[src/rtl/factorial_pkg.sv]
// Shared types and default widths for the factorial engine.
package factorial_pkg;
    typedef enum logic [1:0] {
        IDLE = 2'd0,
        CALC = 2'd1,
        DONE = 2'd2
    } state_t;

    localparam int DEF_IN_DATA_WD  = 4;
    localparam int DEF_OUT_DATA_WD = 46;
endpackage

[src/rtl/factorial_if.sv]
// Operand/result handshake bundle; master drives operands, slave is the engine.
interface factorial_if #(
    parameter int IN_DATA_WD  = 4,
    parameter int OUT_DATA_WD = 46
);
    logic [IN_DATA_WD-1:0]  in_data;
    logic                   in_valid;
    logic                   in_ready;
    logic [OUT_DATA_WD-1:0] out_data;
    logic                   out_valid;
    logic                   out_ready;
    logic                   out_busy;
    logic                   out_ovf;

    modport master (
        output in_data, in_valid, out_ready,
        input  in_ready, out_data, out_valid, out_busy, out_ovf
    );

    modport slave (
        input  in_data, in_valid, out_ready,
        output in_ready, out_data, out_valid, out_busy, out_ovf
    );
endinterface

[src/rtl/factorial_mul.sv]
// acc*cnt at full width; o_ovf flags any product bit above OUT_DATA_WD.
module factorial_mul
    import factorial_pkg::*;
#(
    parameter int IN_DATA_WD  = DEF_IN_DATA_WD,
    parameter int OUT_DATA_WD = DEF_OUT_DATA_WD
) (
    input  logic [OUT_DATA_WD-1:0] i_acc,
    input  logic [IN_DATA_WD-1:0]  i_cnt,
    output logic [OUT_DATA_WD-1:0] o_prod,
    output logic                   o_ovf
);
    logic [OUT_DATA_WD+IN_DATA_WD-1:0] w_full;

    assign w_full = {{IN_DATA_WD{1'b0}}, i_acc} * {{OUT_DATA_WD{1'b0}}, i_cnt};
    assign o_prod = w_full[OUT_DATA_WD-1:0];
    assign o_ovf  = |w_full[OUT_DATA_WD+IN_DATA_WD-1:OUT_DATA_WD];
endmodule

[src/rtl/factorial_engine.sv]
// Iterative n! engine with valid/ready handshakes on both sides.
// Define FACTORIAL_OVF_SAT_EN to saturate out_data and report out_ovf on overflow.
module factorial_engine
    import factorial_pkg::*;
#(
    parameter int IN_DATA_WD  = DEF_IN_DATA_WD,
    parameter int OUT_DATA_WD = DEF_OUT_DATA_WD
) (
    input  logic       clk,
    input  logic       resetn,
    factorial_if.slave bus
);
`ifdef FACTORIAL_OVF_SAT_EN
    localparam bit SAT_EN = 1'b1;
`else
    localparam bit SAT_EN = 1'b0;
`endif

    state_t                 r_state;
    logic                   r_in_ready;
    logic                   r_out_valid;
    logic [OUT_DATA_WD-1:0] r_out_data;
    logic                   r_out_ovf;
    logic                   r_busy;
    logic [OUT_DATA_WD-1:0] r_acc;
    logic [IN_DATA_WD-1:0]  r_cnt;
    logic                   r_ovf;

    logic [OUT_DATA_WD-1:0] w_prod;
    logic                   w_ovf;

    factorial_mul #(
        .IN_DATA_WD (IN_DATA_WD),
        .OUT_DATA_WD(OUT_DATA_WD)
    ) u_mul (
        .i_acc (r_acc),
        .i_cnt (r_cnt),
        .o_prod(w_prod),
        .o_ovf (w_ovf)
    );

    // DONE spends its first cycle loading the output registers, so a result is
    // only handed off once out_valid is already visible to the consumer.
    always_ff @(posedge clk or negedge resetn) begin
        if (!resetn) begin
            r_state     <= IDLE;
            r_in_ready  <= 1'b1;
            r_out_valid <= 1'b0;
            r_out_data  <= '0;
            r_out_ovf   <= 1'b0;
            r_busy      <= 1'b0;
            r_acc       <= '0;
            r_cnt       <= '0;
            r_ovf       <= 1'b0;
        end else begin
            case (r_state)
                IDLE: begin
                    if (bus.in_valid && r_in_ready) begin
                        r_acc      <= OUT_DATA_WD'(1);
                        r_cnt      <= bus.in_data;
                        r_ovf      <= 1'b0;
                        r_state    <= CALC;
                        r_in_ready <= 1'b0;
                        r_busy     <= 1'b1;
                    end
                end
                CALC: begin
                    if (r_cnt <= IN_DATA_WD'(1)) begin
                        r_state <= DONE;
                    end else begin
                        r_acc <= w_prod;
                        r_cnt <= r_cnt - IN_DATA_WD'(1);
                        r_ovf <= r_ovf | w_ovf;
                    end
                end
                DONE: begin
                    if (!r_out_valid) begin
                        r_out_valid <= 1'b1;
                        r_out_data  <= (SAT_EN && r_ovf) ? '1 : r_acc;
                        r_out_ovf   <= SAT_EN && r_ovf;
                    end else if (bus.out_ready) begin
                        r_out_valid <= 1'b0;
                        r_state     <= IDLE;
                        r_in_ready  <= 1'b1;
                        r_busy      <= 1'b0;
                    end
                end
                default: begin
                    r_state    <= IDLE;
                    r_in_ready <= 1'b1;
                    r_busy     <= 1'b0;
                end
            endcase
        end
    end

    assign bus.in_ready  = r_in_ready;
    assign bus.out_valid = r_out_valid;
    assign bus.out_data  = r_out_data;
    assign bus.out_ovf   = r_out_ovf;
    assign bus.out_busy  = r_busy;
endmodule

[src/flat_wrapper.sv]
// flat-port wrapper written by rule: the top's interface ports become plain ports
module factorial_engine_flat import factorial_pkg::*;
#(
    parameter int IN_DATA_WD  = DEF_IN_DATA_WD,
    parameter int OUT_DATA_WD = DEF_OUT_DATA_WD
)
  (clk, resetn, bus_in_data, bus_in_valid, bus_out_ready, bus_in_ready, bus_out_data, bus_out_valid, bus_out_busy, bus_out_ovf);
  factorial_if #(.IN_DATA_WD(IN_DATA_WD), .OUT_DATA_WD(OUT_DATA_WD)) bus_i ();
  input  logic clk;
  input  logic resetn;
  input wire logic [$bits(bus_i.in_data)-1:0] bus_in_data;
  input wire logic [$bits(bus_i.in_valid)-1:0] bus_in_valid;
  input wire logic [$bits(bus_i.out_ready)-1:0] bus_out_ready;
  output wire logic [$bits(bus_i.in_ready)-1:0] bus_in_ready;
  output wire logic [$bits(bus_i.out_data)-1:0] bus_out_data;
  output wire logic [$bits(bus_i.out_valid)-1:0] bus_out_valid;
  output wire logic [$bits(bus_i.out_busy)-1:0] bus_out_busy;
  output wire logic [$bits(bus_i.out_ovf)-1:0] bus_out_ovf;
  assign bus_i.in_data = bus_in_data;
  assign bus_i.in_valid = bus_in_valid;
  assign bus_i.out_ready = bus_out_ready;
  assign bus_in_ready = bus_i.in_ready;
  assign bus_out_data = bus_i.out_data;
  assign bus_out_valid = bus_i.out_valid;
  assign bus_out_busy = bus_i.out_busy;
  assign bus_out_ovf = bus_i.out_ovf;
  factorial_engine #(.IN_DATA_WD(IN_DATA_WD), .OUT_DATA_WD(OUT_DATA_WD)) u_core (.clk(clk), .resetn(resetn), .bus(bus_i));
endmodule
[config.mk]
export PLATFORM = sky130hd
export DESIGN_NAME = factorial_engine_flat
export DESIGN_NICKNAME = d
export VERILOG_FILES = /design/src/rtl/factorial_pkg.sv /design/src/rtl/factorial_if.sv /design/src/rtl/factorial_mul.sv /design/src/rtl/factorial_engine.sv /design/src/flat_wrapper.sv
export SDC_FILE = /design/constraint.sdc
export NUM_CORES = 1
export LEC_CHECK = 0
export CAP_MARGIN = 20
export CORE_UTILIZATION = 32
export DETAILED_ROUTE_END_ITERATION = 6
export PLACE_DENSITY_LB_ADDON = 0.05
export SYNTH_ARGS = -nofsm -noshare
export SYNTH_HDL_FRONTEND = slang
export SYNTH_SLANG_ARGS = --single-unit
[constraint.sdc]
create_clock -name clk -period 4.25 [get_ports clk]
set_clock_uncertainty 0.2 [all_clocks]
set_input_delay 1.275 -clock clk [delete_from_list [all_inputs] [get_ports clk]]
set_output_delay 1.275 -clock clk [all_outputs]
set_load 0.02 [all_outputs]
# --- Word level (Yosys, flattened, before mapping) ---
# Index checks and enable logic that the tools add are counted.
totals:
  register_bits: 101
  latch_bits: 0
  mem_bits_rw: 0
  rom_bits: 0
  input_bits: 8
  out_inout_bits: 50
  memories: 0
classes:
  n_addsub: 1
  mul: 1
  n_div: 0
  order_cmp: 1
  eq_ne: 7
  shifts: 0
  muxes: 21
  bitwise: 2
  reduce_logical: 7
ops:
  columns: ["cell", "count"]
  rows:
  - ["46-bit two-way mux", 2]
  - ["46-bit case mux with 2 select lines", 1]
  - ["46-bit by 4-bit multiplier with 46-bit output", 1]
  - ["1-bit two-way mux", 8]
  - ["2-bit two-way mux", 4]
  - ["4-bit two-way mux", 2]
  - ["4-bit case mux with 2 select lines", 1]
  - ["4-bit AND reduction", 2]
  - ["2-bit by 1-bit inequality test with 1-bit output (second input constant)", 3]
  - ["1-bit case mux with 3 select lines", 2]
  - ["2-bit case mux with 3 select lines", 1]
  - ["4-bit by 1-bit less-or-equal comparator with 1-bit output (second input constant)", 1]
  - ["2-bit inequality test (second input constant)", 2]
  - ["4-bit by 1-bit subtractor with 4-bit output (second input constant)", 1]
  - ["3-bit AND reduction", 1]
  - ["2-bit by 1-bit equality test with 1-bit output (second input constant)", 1]
  - ["2-bit equality test (second input constant)", 1]
  - ["2-bit zero test", 1]
  - ["1-bit inverter", 2]
  - ["2-bit AND reduction", 1]
  - ["2-bit nonzero test", 1]
  - ["1-bit logical AND", 1]

# --- Longest topological paths before layout ---
# Gate-level depths: netlist of run 1.
logic_depth:
  word_depth: 3
  ltp_mapped: 18
  mapped_depth_nobuf: 15

# --- Hierarchy ---
# From an unflattened synthesis of run 1, not the netlist that was laid out.
hier_totals:
  cells_unflattened: 1069
  hier_area_um2: 9957.0
modules_own_cells:
  columns: ["module", "instances", "cells_per_inst", "area_each_um2", "seq_area_each_um2"]
  rows:
  - ["factorial_mul", 1, 811, 6090.8, 0.0]
  - ["factorial_engine", 1, 258, 3866.2, 2528.7]

# --- Least setup slack after synthesis of run 1 ---
# OpenSTA, ideal clock, no wires.
synth_timing:
  kind: "register to register"
  start: "register u_core.r_cnt[3]"
  end: "register u_core.r_acc[42]"
  setup_time_ps: 76
  arrival_ps: 4343
  slack_ps: -370
  path_stages_with_launch: 19
  synth_period_minus_slack_ps: 4620
  cell_sequence: "dfrtp_1 > clkbuf_1 > clkbuf_1 > and2_1 > fa_1 > inv_1 > fa_1 > inv_1 > ha_1 > buf_4 > nand4_2 > or3_1 > or3_1 > or3_1 > o211a_1 > a311oi_2 > a221oi_2 > xor2_1 > o21ai_1"
synth_via:
  elab_chain_cells: 3
  word_cells_on_any_way: 6
  classes_between: "mul (1); order compare (1); eq/ne (1); mux (2); reduce/logical (1)"
synth_lines:
  columns: ["element", "line", "text"]
  rows:
  - ["start: declaration", "factorial_engine.sv:26", "logic [IN_DATA_WD-1:0] r_cnt;"]
  - ["start signal: assignment", "factorial_engine.sv:60", "r_cnt <= bus.in_data;"]
  - ["start signal: assignment", "factorial_engine.sv:72", "r_cnt <= r_cnt - IN_DATA_WD'(1);"]
  - ["46-bit by 4-bit multiplier with 46-bit output or 4-bit by 1-bit less-or-equal comparator with 1-bit output (tied branches)", "factorial_mul.sv:15, factorial_engine.sv:68", null]
  - ["46-bit two-way mux or 2-bit inequality test (tied branches)", null, null]
  - ["46-bit case mux with 2 select lines or 3-bit AND reduction (tied branches)", null, null]
  - ["end signal: assignment", "factorial_engine.sv:71", "r_acc <= w_prod;"]
  - ["end: declaration", "factorial_engine.sv:25", "logic [OUT_DATA_WD-1:0] r_acc;"]
# Parallel ways exist; a longest one is shown, timed or not. The select of a mux whose other input is x is not followed.
# A chain may end at the register's enable or synchronous reset.

# --- Worst setup path in the final report of run 1 ---
# Same ends and word-level chain as after synthesis.

==> summary.log, run 1 <==
INFO  clocking       tritoncts=yes
INFO  status         violations=setup timing
INFO  power_and_ir_drop power.switching_fraction=0.471
INFO  power_and_ir_drop power.share.sequential=0.182
INFO  timing         timing.slew.headroom=0.499
INFO  worst_setup_path worst_setup_path_start_kind=flop
INFO  floorplanning  initial_core_util=0.327
INFO  yosys          number_of_unique_standard_cell_types_used_by_synthesis=61
INFO  yosys          syn_area_per_cell=8.82um2
INFO  global_route   grt_use_total=0.192
INFO  power_and_ir_drop power_frac_comb=0.720
INFO  detailed_routing detail_route.drc_violations=0
INFO  global_route   pin_count_of_the_biggest_net_entering_global_routing=45
INFO  worst_setup_path crit_path_max_fanout=20
INFO  power_and_ir_drop ir_worst_vdd=0.271mV
INFO  power_and_ir_drop p_clk_frac=0.098
INFO  detailed_routing routed_wl=27.5mm
INFO  yosys          ys_ff_latch=101
INFO  global_route   number_of_antenna_violations_at_the_first_check_in_global_routing=0
INFO  power_and_ir_drop switchingPower=4.42mW
INFO  floorplanning  core-area=0.0297mm2
INFO  detailed_routing routed_wire_length_per_instance=16.5um
INFO  clocking       cts_buffers=9
INFO  floorplanning  dieWidth=176um
INFO  timing         timing.hold.ws=0.297ns
INFO  power_and_ir_drop report.power.total=9.37mW
INFO  yosys          synth.yosys.warnings=0
INFO  detailed_routing ant_nets=0
INFO  clocking       htree_num_levels=3
INFO  clocking       clock-sinks=101
INFO  cells_and_area design_area=0.0126mm2
INFO  yosys          post_synth_instance_area=0.00972mm2
INFO  floorplanning  boundaryPins=58
INFO  timing         worst_slack=-0.228ns
INFO  detailed_routing initialDrtViolationCount=333
INFO  worst_setup_path path_class=reg2reg
INFO  detailed_routing routed_via_density=4.73
INFO  floorplanning  full_die_area=0.0311mm2
INFO  timing         rsz0062_at_grt=true
INFO  clocking       clk_pin_slew_worst_paths=0.08ns
INFO  global_route   grt.overflow.total=0
INFO  yosys          gate_count_of_the_mapped_netlist=1102
INFO  min_path       min-delay-path-class=reg2reg
INFO  cells_and_area antennaDiodeCount=0
INFO  worst_setup_path cpPeakStageDelay=0.54ns
INFO  flow_run       max_cap_viol_count=0
INFO  yosys          ys.flop_type=sky130_fd_sc_hd__dfrtp_1
INFO  global_route   grt_first_pass_wirelength=45.7mm
INFO  timing         slew_violations=0
INFO  floorplanning  die_y=176um
INFO  timing         timing.final.crit_share=1.05
INFO  detailed_routing first_pass_iteration_count_of_the_detailed_router=4
INFO  placement      place.gp.congestion=0.846
INFO  power_and_ir_drop power.density_cell_area=741mW/mm2
INFO  clocking       clk-insertion-delay-late=0.39ns
INFO  worst_setup_path crit_path_cell_trace=buf_12 -> and2_4 -> fa_1 -> inv_2 -> fa_1 -> inv_2 -> ha_4 -> nand4_4 -> or3_4 -> or3_4 -> or3_1 -> o211a_1 -> a311oi_2 -> a221oi_2 -> xor2_1 -> o21ai_1
INFO  timing         hold_viol_final=0
INFO  timing         max_freq=0.223GHz
INFO  worst_setup_path crit_slowest_cell=sky130_fd_sc_hd__fa_1
INFO  timing         final.min_clock_period=4.48ns
INFO  placement      postPlaceCellArea=0.0119mm2
INFO  clocking       cts_buffer_depth=2
INFO  yosys          synth-async-reset-ratio=1.00
INFO  global_route   grt_pass1_vias=8292
INFO  timing         tightestPinTransition=0.750ns
INFO  power_and_ir_drop p_leak=6.13nW
INFO  floorplanning  rows=63
INFO  worst_setup_path required=4.37ns
INFO  timing         final-setup-viol-count=10
INFO  power_and_ir_drop cell_internal_pwr=4.96mW
INFO  yosys          synthesis.nets=1243
INFO  clocking       cts_root_buffer=sky130_fd_sc_hd__clkbuf_16
INFO  cells_and_area flow.area_growth_from_synthesis=30.1%
INFO  cells_and_area finish.net_count=1408
INFO  status         run_status=finished with violations
INFO  yosys          yosysSeqAreaShare=0.260
INFO  yosys          synth_edf_count=0
INFO  detailed_routing num_vias=7863
INFO  cells_and_area drive_above_1_share=0.252
INFO  worst_setup_path critical_path_sink_type=flop
INFO  worst_setup_path critPathArrivalTime=4.60ns
INFO  placement      detailed_place_hpwl=21.3mm
INFO  placement      count_of_input_and_output_buffers=56
INFO  timing         setup_tns=-1.05ns
## per-stage QoR
stage          setup slack (ns)   util  std cells
2_1_floorplan            -0.158      -       1102
3_3_place_gp             -0.258  0.399       1642
3_5_place_dp             -0.274  0.399       1642
4_1_cts                  -0.234  0.417       1661
5_1_grt                  -0.358  0.425       1662
6_report                 -0.228  0.425       1662
## kinds of logic (layout without fill, tap and decap cells)
group	count (synthesis)	after routing	synth area share
other cells	1	1	0.000386
simple gates	339	339	0.180
flops	101	101	0.260
xor+xnor	41	41	0.0370
buf+inv	233	403	0.0944
compound gates	206	206	0.136
mux	48	48	0.0554
fa+ha+maj	133	133	0.237
## power groups by stage
stage | Sequential (mW) | Combinational [mW] | Clock (mW)
floorplan | 1.90 | 3.73 | 0
global placement | 1.73 | 6.36 | 0
detailed placement | 1.73 | 6.37 | 0
CTS | 1.72 | 6.60 | 0.963
global route | 1.77 | 7.58 | 0.993
finish | 1.71 | 6.75 | 0.916
## synthesized netlist by cell type, drive strengths merged (6+ instances only)
| master | n | area share |
|---|---|---|
| fa | 85 | 0.18 |
| mux2 | 46 | 0.053 |
| ha | 48 | 0.062 |
| clkbuf | 42 | 0.016 |
| xor2 | 16 | 0.014 |
| a22o | 6 | 0.0054 |
| a211oi | 8 | 0.0067 |
| o21ai | 65 | 0.033 |
| xnor2 | 25 | 0.023 |
| nand4 | 18 | 0.012 |
| a21o | 29 | 0.023 |
| nand2 | 126 | 0.049 |
| a21oi | 51 | 0.026 |
| inv | 177 | 0.068 |
| o21bai | 8 | 0.0062 |
| nor3 | 7 | 0.0036 |
| nor2 | 28 | 0.011 |
| and2 | 127 | 0.082 |
| buf | 14 | 0.0097 |
| dfrtp | 100 | 0.26 |
## cells in the final DEF, fill, tap and decap left out, types with 5 or more instances in the layout
master	netlist	layout
sky130_fd_sc_hd__fa_1	85	84
sky130_fd_sc_hd__mux2_2	46	46
sky130_fd_sc_hd__xor2_1	16	12
sky130_fd_sc_hd__inv_1	177	171
sky130_fd_sc_hd__a21oi_1	51	40
sky130_fd_sc_hd__nor2b_1	5	5
sky130_fd_sc_hd__a211oi_2	1	5
sky130_fd_sc_hd__ha_4	0	14
sky130_fd_sc_hd__inv_2	0	6
sky130_fd_sc_hd__buf_12	0	6
sky130_fd_sc_hd__a21o_1	28	28
sky130_fd_sc_hd__clkdlybuf4s50_1	0	55
sky130_fd_sc_hd__dfrtp_1	100	99
sky130_fd_sc_hd__a22o_1	6	6
sky130_fd_sc_hd__xnor2_2	0	6
sky130_fd_sc_hd__nand4_1	17	17
sky130_fd_sc_hd__and2_1	127	109
sky130_fd_sc_hd__ha_1	48	33
sky130_fd_sc_hd__nand2b_1	5	5
sky130_fd_sc_hd__nor3_1	7	7
sky130_fd_sc_hd__a21oi_2	0	8
sky130_fd_sc_hd__buf_4	7	148
sky130_fd_sc_hd__clkbuf_16	0	9
sky130_fd_sc_hd__xnor2_1	25	17
sky130_fd_sc_hd__nor2_1	28	27
sky130_fd_sc_hd__o21bai_1	8	7
sky130_fd_sc_hd__nand2_1	125	122
sky130_fd_sc_hd__o21ai_0	58	45
sky130_fd_sc_hd__and2_4	0	18
sky130_fd_sc_hd__o21ai_1	7	16
## what timing repair did
action / 4_1_cts / 5_1_grt
setup endpoints to repair: 26 / 28
hold buffers: 0 / 0
resized for setup: 47 / 46
buffers inserted: 3 / 1
pin swaps: 16 / 7
## layer usage
layer  vias up  global-route usage  part of all wire
met5         -                   0                 0
met3        15              0.0304             0.019
li1       3877                   -                 -
met2        60               0.318              0.48
met4         0              0.0435             0.011
met1      3911               0.261              0.49
## sequential cells by signal, indices dropped and copies added, names as in the netlist
signal / flops
u_core.r_state: 2
u_core.bus.out_valid: 1
u_core.bus.out_data: 46
u_core.r_acc: 46
u_core.bus.in_ready: 1
u_core.bus.out_busy: 1
u_core.r_cnt: 4
## layout make-up
class	instances	area [um2]
timing repair buffer	210	1790
multi-input combinational	768	6860
fill	2995	17100
clock buffer	10	239
sequential	101	2530
tap	390	488
inverter	177	664
clock inverter	6	68.8
## critical path, delay by kind of cell (launching register included)
kind / cells / cell delay, ns
AOI/OAI and AO/OA: 4 / 0.66
xor gates and xnor gates: 1 / 0.16
adders and majority gates: 3 / 1.37
buffers and inverters: 3 / 0.26
DFF: 1 / 0.42
and+or+nand+nor: 5 / 1.31
## path summary, 6_finish.rpt
| path | from | end | slack (ns) | depth (start not counted) |
|---|---|---|---|---|
| max | u_core.r_cnt[3] | u_core.r_acc[42] | -0.23 | 16 |
| max in group asynchronous | resetn | u_core.bus.in_ready | 2.32 | 2 |
| max reg2reg | u_core.r_cnt[3] | u_core.r_acc[42] | -0.23 | 16 |
| min reg2reg | u_core.bus.out_busy | u_core.bus.out_busy | 0.30 | 2 |
| min in group asynchronous | resetn | u_core.r_acc[12] | 0.72 | 1 |
| min | u_core.bus.out_busy | u_core.bus.out_busy | 0.30 | 2 |
Note: power is estimated with default switching activity, not from simulation.
==> run 2, diff against run 1 <==
--- a/constraint.sdc
+++ b/constraint.sdc
@@ -4,2 +4,2 @@
 set_output_delay 1.275 -clock clk [all_outputs]
-set_load 0.02 [all_outputs]
+set_load 0.05 [all_outputs]
==> results of run 2 <==
Same layout as run 1 (identical final DEF). Status: finished with violations: setup timing.
Main changes from that run: total power 9.37 mW -> 9.87 mW; worst IR drop on VDD 0.271 mV -> 0.319 mV
